$ cat src/rtl/fetch_unit_if.sv
// Fetch bus bundle: the instruction-memory port plus the decode handshake.
// No latency of its own; it only carries wires between fetch, memory and decode.
// Backpressure travels on inst_ready, from decode (slave) to fetch (master).
//
// Signals:
//   mem_addr   fetch -> memory  word address (equals the fetch PC)
//   mem_inst   memory -> fetch  instruction at mem_addr, same cycle
//   inst_valid fetch -> decode  buffer head is valid
//   inst_ready decode -> fetch  decode accepts the head this cycle
//   inst       fetch -> decode  head instruction
//   inst_pc    fetch -> decode  PC of the head instruction
interface fetch_unit_if #(
    parameter int ADDR_W = 5,
    parameter int INST_W = 13
);
    logic [ADDR_W-1:0] mem_addr;
    logic [INST_W-1:0] mem_inst;
    logic              inst_valid;
    logic              inst_ready;
    logic [INST_W-1:0] inst;
    logic [ADDR_W-1:0] inst_pc;

    modport master (
        output mem_addr, inst_valid, inst, inst_pc,
        input  mem_inst, inst_ready
    );

    modport slave (
        input  mem_addr, inst_valid, inst, inst_pc,
        output mem_inst, inst_ready
    );
endinterface

$ cat src/rtl/fetch_unit.sv
// Instruction fetch: owns the PC, reads a combinational memory, buffers {inst, pc} in 2 entries.
// Latency: start at edge N -> first push at N+1 -> inst_valid the cycle after; then 1 inst/cycle.
// Backpressure: when both entries are full and decode does not pop, the PC holds and is re-presented.
//
// Ports: clk, rst (synchronous, active high), start, redirect_valid/redirect_pc,
//        halted (high in HALTED), bus (fetch_unit_if.master: memory + decode handshake),
//        fetch_count (only when FETCH_PERF_CNT_EN is defined: saturating 8-bit pop counter).
// Optional feature macro: FETCH_PERF_CNT_EN.
module fetch_unit #(
    parameter int                ADDR_W      = 5,
    parameter int                INST_W      = 13,
    parameter logic [ADDR_W-1:0] RESET_PC    = '0,
    parameter logic [INST_W-1:0] HALT_OPCODE = '0,
    parameter int                BUF_DEPTH   = 2
) (
    input  logic              clk,
    input  logic              rst,
    input  logic              start,
    input  logic              redirect_valid,
    input  logic [ADDR_W-1:0] redirect_pc,
    output logic              halted,
    fetch_unit_if.master      bus
`ifdef FETCH_PERF_CNT_EN
    ,
    output logic [7:0]        fetch_count
`endif
);

    localparam int CNT_W = $clog2(BUF_DEPTH + 1);
    localparam logic [CNT_W-1:0] FULL = CNT_W'(BUF_DEPTH);

    typedef enum logic [1:0] {IDLE, RUN, HALTED} state_t;

    typedef struct packed {
        logic [INST_W-1:0] inst;
        logic [ADDR_W-1:0] pc;
    } entry_t;

    state_t            state_q, state_d;
    logic [ADDR_W-1:0] pc_q, pc_d;
    logic [CNT_W-1:0]  cnt_q, cnt_d;
    entry_t            ent0_q, ent0_d;   // head
    entry_t            ent1_q, ent1_d;   // second entry
    logic              halted_q;
    logic              pop;
    logic              push;
    logic [CNT_W-1:0]  tail;

    assign pop = (cnt_q != '0) && bus.inst_ready;

    always_comb begin
        state_d = state_q;
        pc_d    = pc_q;
        cnt_d   = cnt_q;
        ent0_d  = ent0_q;
        ent1_d  = ent1_q;
        push    = 1'b0;
        tail    = cnt_q - CNT_W'(pop);

        if (redirect_valid) begin
            // Redirect wins over start, push and halt; a same-cycle pop is still
            // accepted by decode, the flush simply discards whatever remains.
            state_d = RUN;
            pc_d    = redirect_pc;
            cnt_d   = '0;
        end else begin
            case (state_q)
                IDLE:    if (start) state_d = RUN;
                RUN:     push = (cnt_q != FULL) || pop;
                default: ;
            endcase

            if (push) begin
                // The halt word itself is buffered; the PC parks on its address.
                if (bus.mem_inst == HALT_OPCODE) state_d = HALTED;
                else                             pc_d    = pc_q + ADDR_W'(1);
            end

            // Shift only when a second entry exists, so the head output keeps
            // its last value once the buffer runs empty.
            if (pop && cnt_q == FULL) ent0_d = ent1_q;

            if (push) begin
                if (tail == '0) ent0_d = '{inst: bus.mem_inst, pc: pc_q};
                else            ent1_d = '{inst: bus.mem_inst, pc: pc_q};
            end

            cnt_d = cnt_q - CNT_W'(pop) + CNT_W'(push);
        end
    end

    always_ff @(posedge clk) begin
        if (rst) begin
            state_q  <= IDLE;
            pc_q     <= RESET_PC;
            cnt_q    <= '0;
            ent0_q   <= '0;
            ent1_q   <= '0;
            halted_q <= 1'b0;
        end else begin
            state_q  <= state_d;
            pc_q     <= pc_d;
            cnt_q    <= cnt_d;
            ent0_q   <= ent0_d;
            ent1_q   <= ent1_d;
            halted_q <= (state_d == HALTED);
        end
    end

    assign bus.mem_addr   = pc_q;
    assign bus.inst_valid = (cnt_q != '0);
    assign bus.inst       = ent0_q.inst;
    assign bus.inst_pc    = ent0_q.pc;
    assign halted         = halted_q;

`ifdef FETCH_PERF_CNT_EN
    // Counts accepted instructions; only reset clears it, redirect does not.
    always_ff @(posedge clk) begin
        if (rst)                             fetch_count <= '0;
        else if (pop && fetch_count != 8'hFF) fetch_count <= fetch_count + 8'd1;
    end
`endif

endmodule

$ cat src/flat_wrapper.sv
// flat-port wrapper written by rule: the top's interface ports become plain ports
module fetch_unit_flat 
#(
    parameter int                ADDR_W      = 5,
    parameter int                INST_W      = 13,
    parameter logic [ADDR_W-1:0] RESET_PC    = '0,
    parameter logic [INST_W-1:0] HALT_OPCODE = '0,
    parameter int                BUF_DEPTH   = 2
)
  (clk, rst, start, redirect_valid, redirect_pc, halted, bus_mem_addr, bus_inst_valid, bus_inst, bus_inst_pc, bus_mem_inst, bus_inst_ready);
  fetch_unit_if #(.ADDR_W(ADDR_W), .INST_W(INST_W)) bus_i ();
  input  logic clk;
  input  logic rst;
  input  logic start;
  input  logic redirect_valid;
  input  logic [ADDR_W-1:0] redirect_pc;
  output logic halted;
  output wire logic [$bits(bus_i.mem_addr)-1:0] bus_mem_addr;
  output wire logic [$bits(bus_i.inst_valid)-1:0] bus_inst_valid;
  output wire logic [$bits(bus_i.inst)-1:0] bus_inst;
  output wire logic [$bits(bus_i.inst_pc)-1:0] bus_inst_pc;
  input wire logic [$bits(bus_i.mem_inst)-1:0] bus_mem_inst;
  input wire logic [$bits(bus_i.inst_ready)-1:0] bus_inst_ready;
  assign bus_mem_addr = bus_i.mem_addr;
  assign bus_inst_valid = bus_i.inst_valid;
  assign bus_inst = bus_i.inst;
  assign bus_inst_pc = bus_i.inst_pc;
  assign bus_i.mem_inst = bus_mem_inst;
  assign bus_i.inst_ready = bus_inst_ready;
  fetch_unit #(.ADDR_W(ADDR_W), .INST_W(INST_W), .RESET_PC(RESET_PC), .HALT_OPCODE(HALT_OPCODE), .BUF_DEPTH(BUF_DEPTH)) u_core (.clk(clk), .rst(rst), .start(start), .redirect_valid(redirect_valid), .redirect_pc(redirect_pc), .halted(halted), .bus(bus_i));
endmodule
$ cat config.mk
export PLATFORM = sky130hd
export DESIGN_NAME = fetch_unit_flat
export DESIGN_NICKNAME = d
export VERILOG_FILES = /design/src/rtl/fetch_unit_if.sv /design/src/rtl/fetch_unit.sv /design/src/flat_wrapper.sv
export SDC_FILE = /design/constraint.sdc
export NUM_CORES = 1
export LEC_CHECK = 0
export CORE_MARGIN = 2
export CORE_UTILIZATION = 54
export CTS_BUF_LIST = sky130_fd_sc_hd__clkbuf_16
export CTS_CLUSTER_DIAMETER = 80
export DETAILED_ROUTE_END_ITERATION = 7
export PLACE_DENSITY = 0.84
export SLEW_MARGIN = 20
export SYNTH_ARGS = -nofsm -noshare
export SYNTH_HDL_FRONTEND = slang
export SYNTH_SLANG_ARGS = --single-unit
$ cat constraint.sdc
create_clock -name clk -period 6.3 [get_ports clk]
set_input_delay 0.63 -clock clk [delete_from_list [all_inputs] [get_ports clk]]
set_output_delay 0.63 -clock clk [all_outputs]
set_load 0.02 [all_outputs]
; Word-level counts from Yosys, hierarchy flattened
; Cells that the tools add are included.
[word_totals]
register_bits = 46
out_inout_bits = 25
wordCells = 42
[classes]
add_sub_neg = 3
n_eq_ne = 5
mux = 13
bitwise_logic = 2
reduce_logical = 11
[ops]
columns = op, count
row1 = 18-bit two-way mux, 3
row2 = 5-bit two-way mux, 3
row3 = 13-bit logical NOT, 1
row4 = 2-bit two-way mux, 5
row5 = "5-bit by 1-bit adder with 5-bit output, second input constant", 1
row6 = "2-bit == test, second input constant", 2
row7 = 2-bit logical NOT, 2
row8 = "2-bit inequality test, second input constant", 2
row9 = 2-bit nonzero test, 2
row10 = 3-bit AND reduction, 1
row11 = 2-bit by 1-bit adder with 2-bit output, 1
row12 = "2-bit by 1-bit == test with 1-bit output, second input constant", 1
row13 = 1-bit logical AND, 2
row14 = 1-bit two-way mux, 2
row15 = 1-bit NOT, 2
row16 = 2-bit AND reduction, 1
row17 = 2-bit OR reduction, 1
row18 = 2-bit by 1-bit subtractor with 2-bit output, 1
row19 = 1-bit logical OR, 1

; Longest topological paths before layout
; Gate-level depths: netlist of the first run.
[depth]
depth_word = 8
ltp_mapped = 9
depth_no_buf = 7

; Least setup slack after synthesis of the first run
; Ideal clock, no wire load.
[synth_path]
path_type = reg-to-reg
startpoint = register u_core.cnt_q[0]
endpoint = register u_core.ent1_q[0] in the netlist's numbering
setup_ps = 128
arrival_ps = 2161
t_required_ps = 6172
path_slack_ps = 4012
stages_incl_launch_ff = 10
cell_sequence = dfxtp_1 -> or2_2 -> and2_1 -> ha_1 -> xnor2_1 -> a2111oi_2 -> buf_4 -> buf_8 -> mux2i_1 -> nor2_1
[synth_between]
elab_chain_len = 6
[synth_rtl]
columns = element, line
row1 = "start, declared", fetch_unit.sv:41  ; logic [CNT_W-1:0] cnt_q, cnt_d;
row2 = "start signal, assigned", fetch_unit.sv:103  ; cnt_q <= cnt_d;
row3 = 2-bit nonzero test *, n/a
row4 = net bus_inst_valid, flat_wrapper.sv:19  ; output wire logic [$bits(bus_i.inst_valid)-1:0] bus_inst_valid;
row5 = 1-bit logical AND *, fetch_unit.sv:49  ; assign pop = (cnt_q != '0) && bus.inst_ready;
row6 = 2-bit by 1-bit subtractor with 2-bit output or 1-bit logical OR (tied branches), "fetch_unit.sv:58, fetch_unit.sv:69"
row7 = 2-bit logical NOT or 1-bit two-way mux (tied branches), "fetch_unit.sv:84, fetch_unit.sv:67"
row8 = 1-bit NOT (no source line) or 1-bit two-way mux (tied branches), n/a
row9 = 3-bit AND reduction (no source line) *, n/a
row10 = "end signal, assigned", fetch_unit.sv:105  ; ent1_q <= ent1_d;
row11 = "end, declared", fetch_unit.sv:43  ; entry_t ent1_q, ent1_d;
; The timed path passes the listed nets; every way through them passes the cells marked *. The select of a mux whose other input is x is not followed.
; A chain may end at the register's enable or synchronous reset.

==> results of run 1 <==
-- layer usage --
layer / vias to the layer above / share of wire / track usage
li1: 929 / - / -
met1: 905 / 0.45 / 0.303
met2: 58 / 0.49 / 0.404
met3: 10 / 0.050 / 0.0707
met4: 0 / 0.016 / 0.0825
met5: - / 0 / 0
-- per-stage QoR --
step / area [um^2] / hold WS [ps] / std cells
2_1_floorplan: 2220 / 456 / 231
3_3_place_gp: 2710 / 453 / 317
3_5_place_dp: 2710 / 461 / 317
4_1_cts: 2840 / 469 / 323
5_1_grt: 2840 / 485 / 323
6_report: 2840 / 463 / 323
-- cell type report --
type | instances | area [um^2] | area share
sequential | 46 | 921 | 0.324
tap | 50 | 62.6 | 0.0220
clock buffer | 5 | 125 | 0.0441
clock inverter | 1 | 3.75 | 0.00132
multi-input combinational | 164 | 1210 | 0.425
inverter | 7 | 26.3 | 0.00926
timing repair buffer | 50 | 493 | 0.174
-- worst max-delay path by stage --
stage                                          to                  startpoint  slack [ps]  cells after the start
2_1_floorplan       u_core.ent1_q[0]$_SDFFE_PP0P_  u_core.cnt_q[0]$_SDFF_PP0_        4010                      9
3_3_place_gp     u_core.bus.inst[12]$_SDFFE_PP0N_              redirect_valid        3070                      5
3_5_place_dp   u_core.bus.inst_pc[3]$_SDFFE_PP0N_              redirect_valid        3000                      5
4_1_cts           u_core.bus.inst[2]$_SDFFE_PP0N_              redirect_valid        3300                      4
5_1_grt        u_core.bus.inst_pc[4]$_SDFFE_PP0N_              redirect_valid        3040                      4
6_report          u_core.bus.inst[2]$_SDFFE_PP0N_              redirect_valid        3240                      4
-- worst min-delay path, cell delays in order (launching register included) --
cell       delay, ps
dfxtp_1          310
nand2_1           50
a2bb2oi_1         50
-- cells in the mapped netlist, drive strengths merged, types with 3 or more instances --
cell type and n:
a21o 3, a21oi 3, and3 3, buf 5, clkbuf 9, dfxtp 46, ha 3, inv 6
mux2 16, mux2i 34, nand2 22, nand4 4, nor2 23, nor2b 4, o22ai 17
-- power breakdown --
group	internal, mW	switching, mW
registers	0.307	0.0137
clock network	0.141	0.100
logic	0.0706	0.0695
-- registers in the layout, summed over array words and instances, names as in the netlist --
name                 cells
u_core.ent1_q           18
u_core.halted            1
u_core.bus.inst         13
u_core.bus.inst_pc       5
u_core.state_q           2
u_core.cnt_q             2
u_core.bus.mem_addr      5
-- placed cells by master (no fill, tap or decap), types with 3 or more instances in the layout --
| master | synthesis | final |
|---|---|---|
| clkdlybuf4s50_1 | 0 | 47 |
| dfxtp_1 | 46 | 46 |
| mux2i_1 | 34 | 34 |
| nor2_1 | 23 | 23 |
| nand2_1 | 22 | 22 |
| o22ai_1 | 17 | 17 |
| mux2_2 | 16 | 16 |
| inv_1 | 6 | 6 |
| clkbuf_16 | 0 | 5 |
| nor2b_1 | 4 | 4 |
| nand4_1 | 4 | 4 |
| a21o_1 | 3 | 3 |
| a21oi_1 | 3 | 3 |
| and3_1 | 3 | 3 |
| ha_1 | 3 | 3 |
| buf_4 | 2 | 3 |
-- logic make-up after synthesis --
group / synth area share
AOI/OAI and AO/OA: 0.124
muxes: 0.234
xor gates and xnor gates: 0.00788
and+or+nand+nor: 0.155
buffers and inverters: 0.0479
DFF: 0.414
adders and majority gates: 0.0169
==> qor.txt, run 1 <==
Hold depth: 2
Peak VDD IR: 0.155 mV
Inserted Clock Buffers: 5
FMAX: 327 MHz
Outcome: finished, final reports clean
IO Pins: 48
Buf+Inv Stages, Crit Path: 2
Post-CTS Hold Buffers: 0
R2R Setup Slk: 3840 ps
Clock Tree Buf Depth: 2
Root Buffer: clkbuf_16
Sequential share of the synthesized area: 0.414
Fillers: 313
Minimum period implied by the final worst setup slack: 3060 ps
Worst Hold End: u_core.bus.inst_pc[3]$_SDFFE_PP0N_
Worst min path class: flip-flop to flip-flop
Tot Pwr: 0.702 mW
Final net count: 300
FF-to-FF path depth: 8
CP max stage delay: 1140 ps
Clock skew: 4.48 ps
Leakage: 1.10 nW
Worst-Skew Late Latency: 280 ps
Worst path cell trace: clkdlybuf4s50_1 -> clkinv_1 -> nand2_1 -> o22ai_1
CTS tree: built
Core area: 3970 um^2
H-Tree Depth: 2
Setup Fix Bufs, Post-CTS: 0
Post-Synthesis Cells: 231
First-pass GRT wire length: 8370 um
Final WL: 5140 um
Syn_area_per_cell: 9.62 um^2
Asr flop ratio synth: 0
Via count: 1902
Synth top area share: 0.414
PD cells: 247 nW/um^2
# resized after CTS: 0
Die width: 68.2 um
Mapped Area: 2220 um^2
Initial antenna violation count: 0
Critical Path End Type: flip-flop
N_diodes: 0
Final worst-path cycle share: 0.485
Hold path start: u_core.bus.inst_pc[3]$_SDFFE_PP0N_
Post-synth EDFFs: 0
Overall Global Routing Usage: 0.244
Reg2Reg Launch Point: u_core.cnt_q[0]$_SDFF_PP0_
Crit path max-delay cell type: clkdlybuf4s50_1
CP arrival: 3180 ps
Leading area contributor after synthesis: dfxtp_1
Initial Util: 0.560
Post-synth top flop: dfxtp_1
Final worst slack: 3240 ps
Post-DP HPWL: 3390 um
Max cap viols: 0
Area growth syn-to-layout: 27.8%
Crit-path leading delay family: buffers and inverters
GRT overflow: 0
Setup TNS: 0 ps
GP Congestion: 0.785
Critical Path Source Type: input port
Final Hold Viols: 0
DRT antenna net count: 0
Port-buffer cells: 47
Top cells by area, synth: dfxtp_1 41%, mux2i_1 15%, mux2_2 8.1%
Initial DRC Count: 142
Slew Viols, Final: 0
Seq cells post-synth: 46
Yosys Warn Count: 0
Reg2Reg Capture Point: u_core.ent1_q[1]$_SDFFE_PP0P_
Vias in the first global route: 1778
Required @ worst endpoint: 6430 ps
Row Count: 23
Clock transition at path regs: 60 ps
Final setup violation count: 0
Post-Place Worst Slack: 3000 ps
Largest net degree at the start of global routing: 41
Unrepaired setup endpoints after global routing: no
WL/cell: 15.9 um
Critical setup path kind: input port to flip-flop
First-pass iteration count of the detailed router: 6
Post-synthesis cell type count: 43
Worst slew pin tran: 1010 ps
Crit Path Max Fanout: 25
Layout cells sized above 1: 0.0952
Slew margin rel.: 0.326
DR vias/cell: 5.89
Number of remaining DRC errors: 0
Fin util: 0.715
Die Y: 68.2 um
Die area: 4640 um^2
Post-synth net total: 257
Clock Sinks: 46
Power figures use the tool's default switching activity.
==> run 2, diff against run 1 <==
--- a/config.mk
+++ b/config.mk
@@ -6,11 +6,11 @@
 export NUM_CORES = 1
 export LEC_CHECK = 0
 export CORE_MARGIN = 2
-export CORE_UTILIZATION = 54
+export CORE_UTILIZATION = 50
 export CTS_BUF_LIST = sky130_fd_sc_hd__clkbuf_16
 export CTS_CLUSTER_DIAMETER = 80
 export DETAILED_ROUTE_END_ITERATION = 7
-export PLACE_DENSITY = 0.84
+export PLACE_DENSITY = 0.79
 export SLEW_MARGIN = 20
 export SYNTH_ARGS = -nofsm -noshare
 export SYNTH_HDL_FRONTEND = slang
==> constraint.sdc (replaced) <==
create_clock -name clk -period 3.1 [get_ports clk]
set_input_delay 0.31 -clock clk [delete_from_list [all_inputs] [get_ports clk]]
set_output_delay 0.31 -clock clk [all_outputs]
set_load 0.02 [all_outputs]
==> run 2 against run 1 <==
  * Sequential share of layout area decreased by 0.74 points
  * Clock skew decreased by 1.2 ps
  * Final cell count increased by 2.5%
  * Largest cell class unchanged
  * Critical path depth increased by 4
  * Count of clock-buffer cells in the layout unchanged
  * Total power increased by 120%
  * First-iteration DRC count increased by 7.7%
==> qor.txt, run 2 (same netlist as run 1, synthesis figures left out) <==
Buf+Inv Stages, Crit Path: 1 (-1)
Outcome: finished, final reports clean
FMAX: 424 MHz
Clock Tree Buf Depth: 2 (unchanged)
Crit-path leading delay family: simple AND/OR/NAND/NOR gates
First-pass iteration count of the detailed router: 4 (-2)
Die Y: 70.7 um (+3.7%)
Layout cells sized above 1: 0.111 (+0.0159)
CP max stage delay: 360 ps (-780 ps)
Setup TNS: 0 ps (unchanged)
Die area: 4990 um^2 (+7.5%)
GP Congestion: 0.837 (+6.6%)
Initial antenna violation count: 0 (unchanged)
H-Tree Depth: 2 (unchanged)
Core area: 4320 um^2 (+8.9%)
Metal3 WL: 262 um (+1.9%)
Number of remaining DRC errors: 0 (unchanged)
Fin util: 0.672 (-0.0430)
Worst-Skew Late Latency: 280 ps (about the same)
Largest net degree at the start of global routing: 40 (-2.4%)
Clock transition at path regs: 60 ps (about the same)
Setup Fix Bufs, Post-CTS: 0 (unchanged)
Clock skew: 3.27 ps (-1.21 ps)
Final net count: 304 (+1.3%)
Minimum period implied by the final worst setup slack: 2360 ps
Area growth syn-to-layout: 30.7%
Post-CTS Hold Buffers: 0 (unchanged)
Via count: 1901 (-0.053%)
Critical Path Source Type: flip-flop
Initial DRC Count: 153 (+7.7%)
PD cells: 525 nW/um^2 (+110%)
N_diodes: 0 (unchanged)
Final std cells w/o fill: 331 (+2.5%)
Slew margin rel.: 0.654 (+0.328)
CTS tree: built
Slew Viols, Final: 0 (unchanged)
Worst path cell trace: or2_2 -> and2_1 -> ha_1 -> xnor2_1 -> nand4_1 -> buf_4 -> a21o_1 -> a2bb2oi_1
Die width: 70.7 um (+3.7%)
Required @ worst endpoint: 3280 ps (-3150 ps)
Port-buffer cells: 47 (unchanged)
Final worst-path cycle share: 0.760
Final setup violation count: 0 (unchanged)
DRT antenna net count: 0 (unchanged)
Met2 wire len: 2590 um (+3.8%)
Inserted Clock Buffers: 5 (unchanged)
Uppermost layer routed: met4
Overall Global Routing Usage: 0.223 (-0.0208)
Leakage: 1.14 nW (+3.8%)
Final Hold Viols: 0 (unchanged)
Commonest non-fill, non-tap cells in the layout: 47 x clkdlybuf4s50_1, 46 x dfxtp_1, 34 x mux2i_1, 23 x nor2_1, 22 x nand2_1
Post-DP HPWL: 3570 um (+5.4%)
IO Pins: 48 (unchanged)
DR vias/cell: 5.74 (-2.5%)
Clock Sinks: 46 (unchanged)
Critical setup path kind: flip-flop to flip-flop
Largest register by flop count: u_core.ent1_q
Crit Path Max Fanout: 17 (-32%)
# resized after CTS: 0 (unchanged)
Worst min path class: flip-flop to flip-flop
Row Count: 24 (+4.3%)
Final hold slack: 467 ps (+3.93 ps)
Unrepaired setup endpoints after global routing: no
Commonest non-fill, non-tap cell in the layout: clkdlybuf4s50_1
GRT overflow: 0 (unchanged)
Peak VDD IR: 0.270 mV (+74%)
WL/cell: 16.2 um (+1.6%)
Final WL: 5350 um (+4.1%)
Root Buffer: clkbuf_16
Dpl cells: 323 (+1.9%)
Worst slew pin tran: 518 ps (-491 ps)
CP arrival: 2530 ps (-650 ps)
Met1 WL: 2430 um (+5.3%)
Max reg flops: 18 (unchanged)
Critical Path End Type: flip-flop
First-pass GRT wire length: 8920 um (+6.6%)
Initial Util: 0.514 (-0.0457)
Crit path max-delay cell type: xnor2_1
Max cap viols: 0 (unchanged)
Vias in the first global route: 1847 (+3.9%)
-- run 2: final timing paths --
check,startpoint,endpoint,slack (ps),cells after the start
setup / recovery,u_core.cnt_q[0]$_SDFF_PP0_,u_core.bus.inst[12]$_SDFFE_PP0N_,740,8
hold reg to reg,u_core.bus.inst_pc[3]$_SDFFE_PP0N_,u_core.bus.inst_pc[3]$_SDFFE_PP0N_,470,2
hold / removal,u_core.bus.inst_pc[3]$_SDFFE_PP0N_,u_core.bus.inst_pc[3]$_SDFFE_PP0N_,470,2
setup reg to reg,u_core.cnt_q[0]$_SDFF_PP0_,u_core.bus.inst[12]$_SDFFE_PP0N_,740,8
-- run 2: report_power, final --
group / internal (mW) / total (mW) / leakage, nW / switching, mW
Sequential: 0.623 / 0.651 / 0.374 / 0.0278
Clock: 0.374 / 0.586 / 0.0864 / 0.212
Combinational: 0.146 / 0.288 / 0.678 / 0.142
Total: 1.14 / 1.52 / 1.14 / 0.382
-- run 2: metrics by stage --
| step | power (mW) | cell area [um^2] | setup slack [ps] |
|---|---|---|---|
| 6_report | 1.52 | 2910 | 744 |
| 5_1_grt | 1.58 | 2910 | 575 |
| 4_1_cts | 1.53 | 2910 | 729 |
| 3_5_place_dp | 0.950 | 2740 | 604 |
| 3_3_place_gp | 0.945 | 2740 | 647 |
| 2_1_floorplan | 0.839 | 2220 | 812 |
-- run 2: tightest hold or removal path: stages (launching register included) --
cell and delay, ps:
dfxtp_1 310, nand2_1 60, a2bb2oi_1 50
-- run 2: area by class of cell --
class / count / area [um^2]
Fill cell: 363 / 1420
Multi-Input combinational cell: 164 / 1210
Sequential cell: 46 / 921
Timing Repair Buffer: 54 / 523
Clock buffer: 5 / 125
Tap cell: 52 / 65.1
Clock inverter: 3 / 37.5
Inverter: 7 / 26.3
-- run 2: layer usage --
metal  GRT usage  vias up
li1            -      931
met1       0.289      911
met2       0.372       52
met3      0.0470        7
met4      0.0755        0
met5           0        -
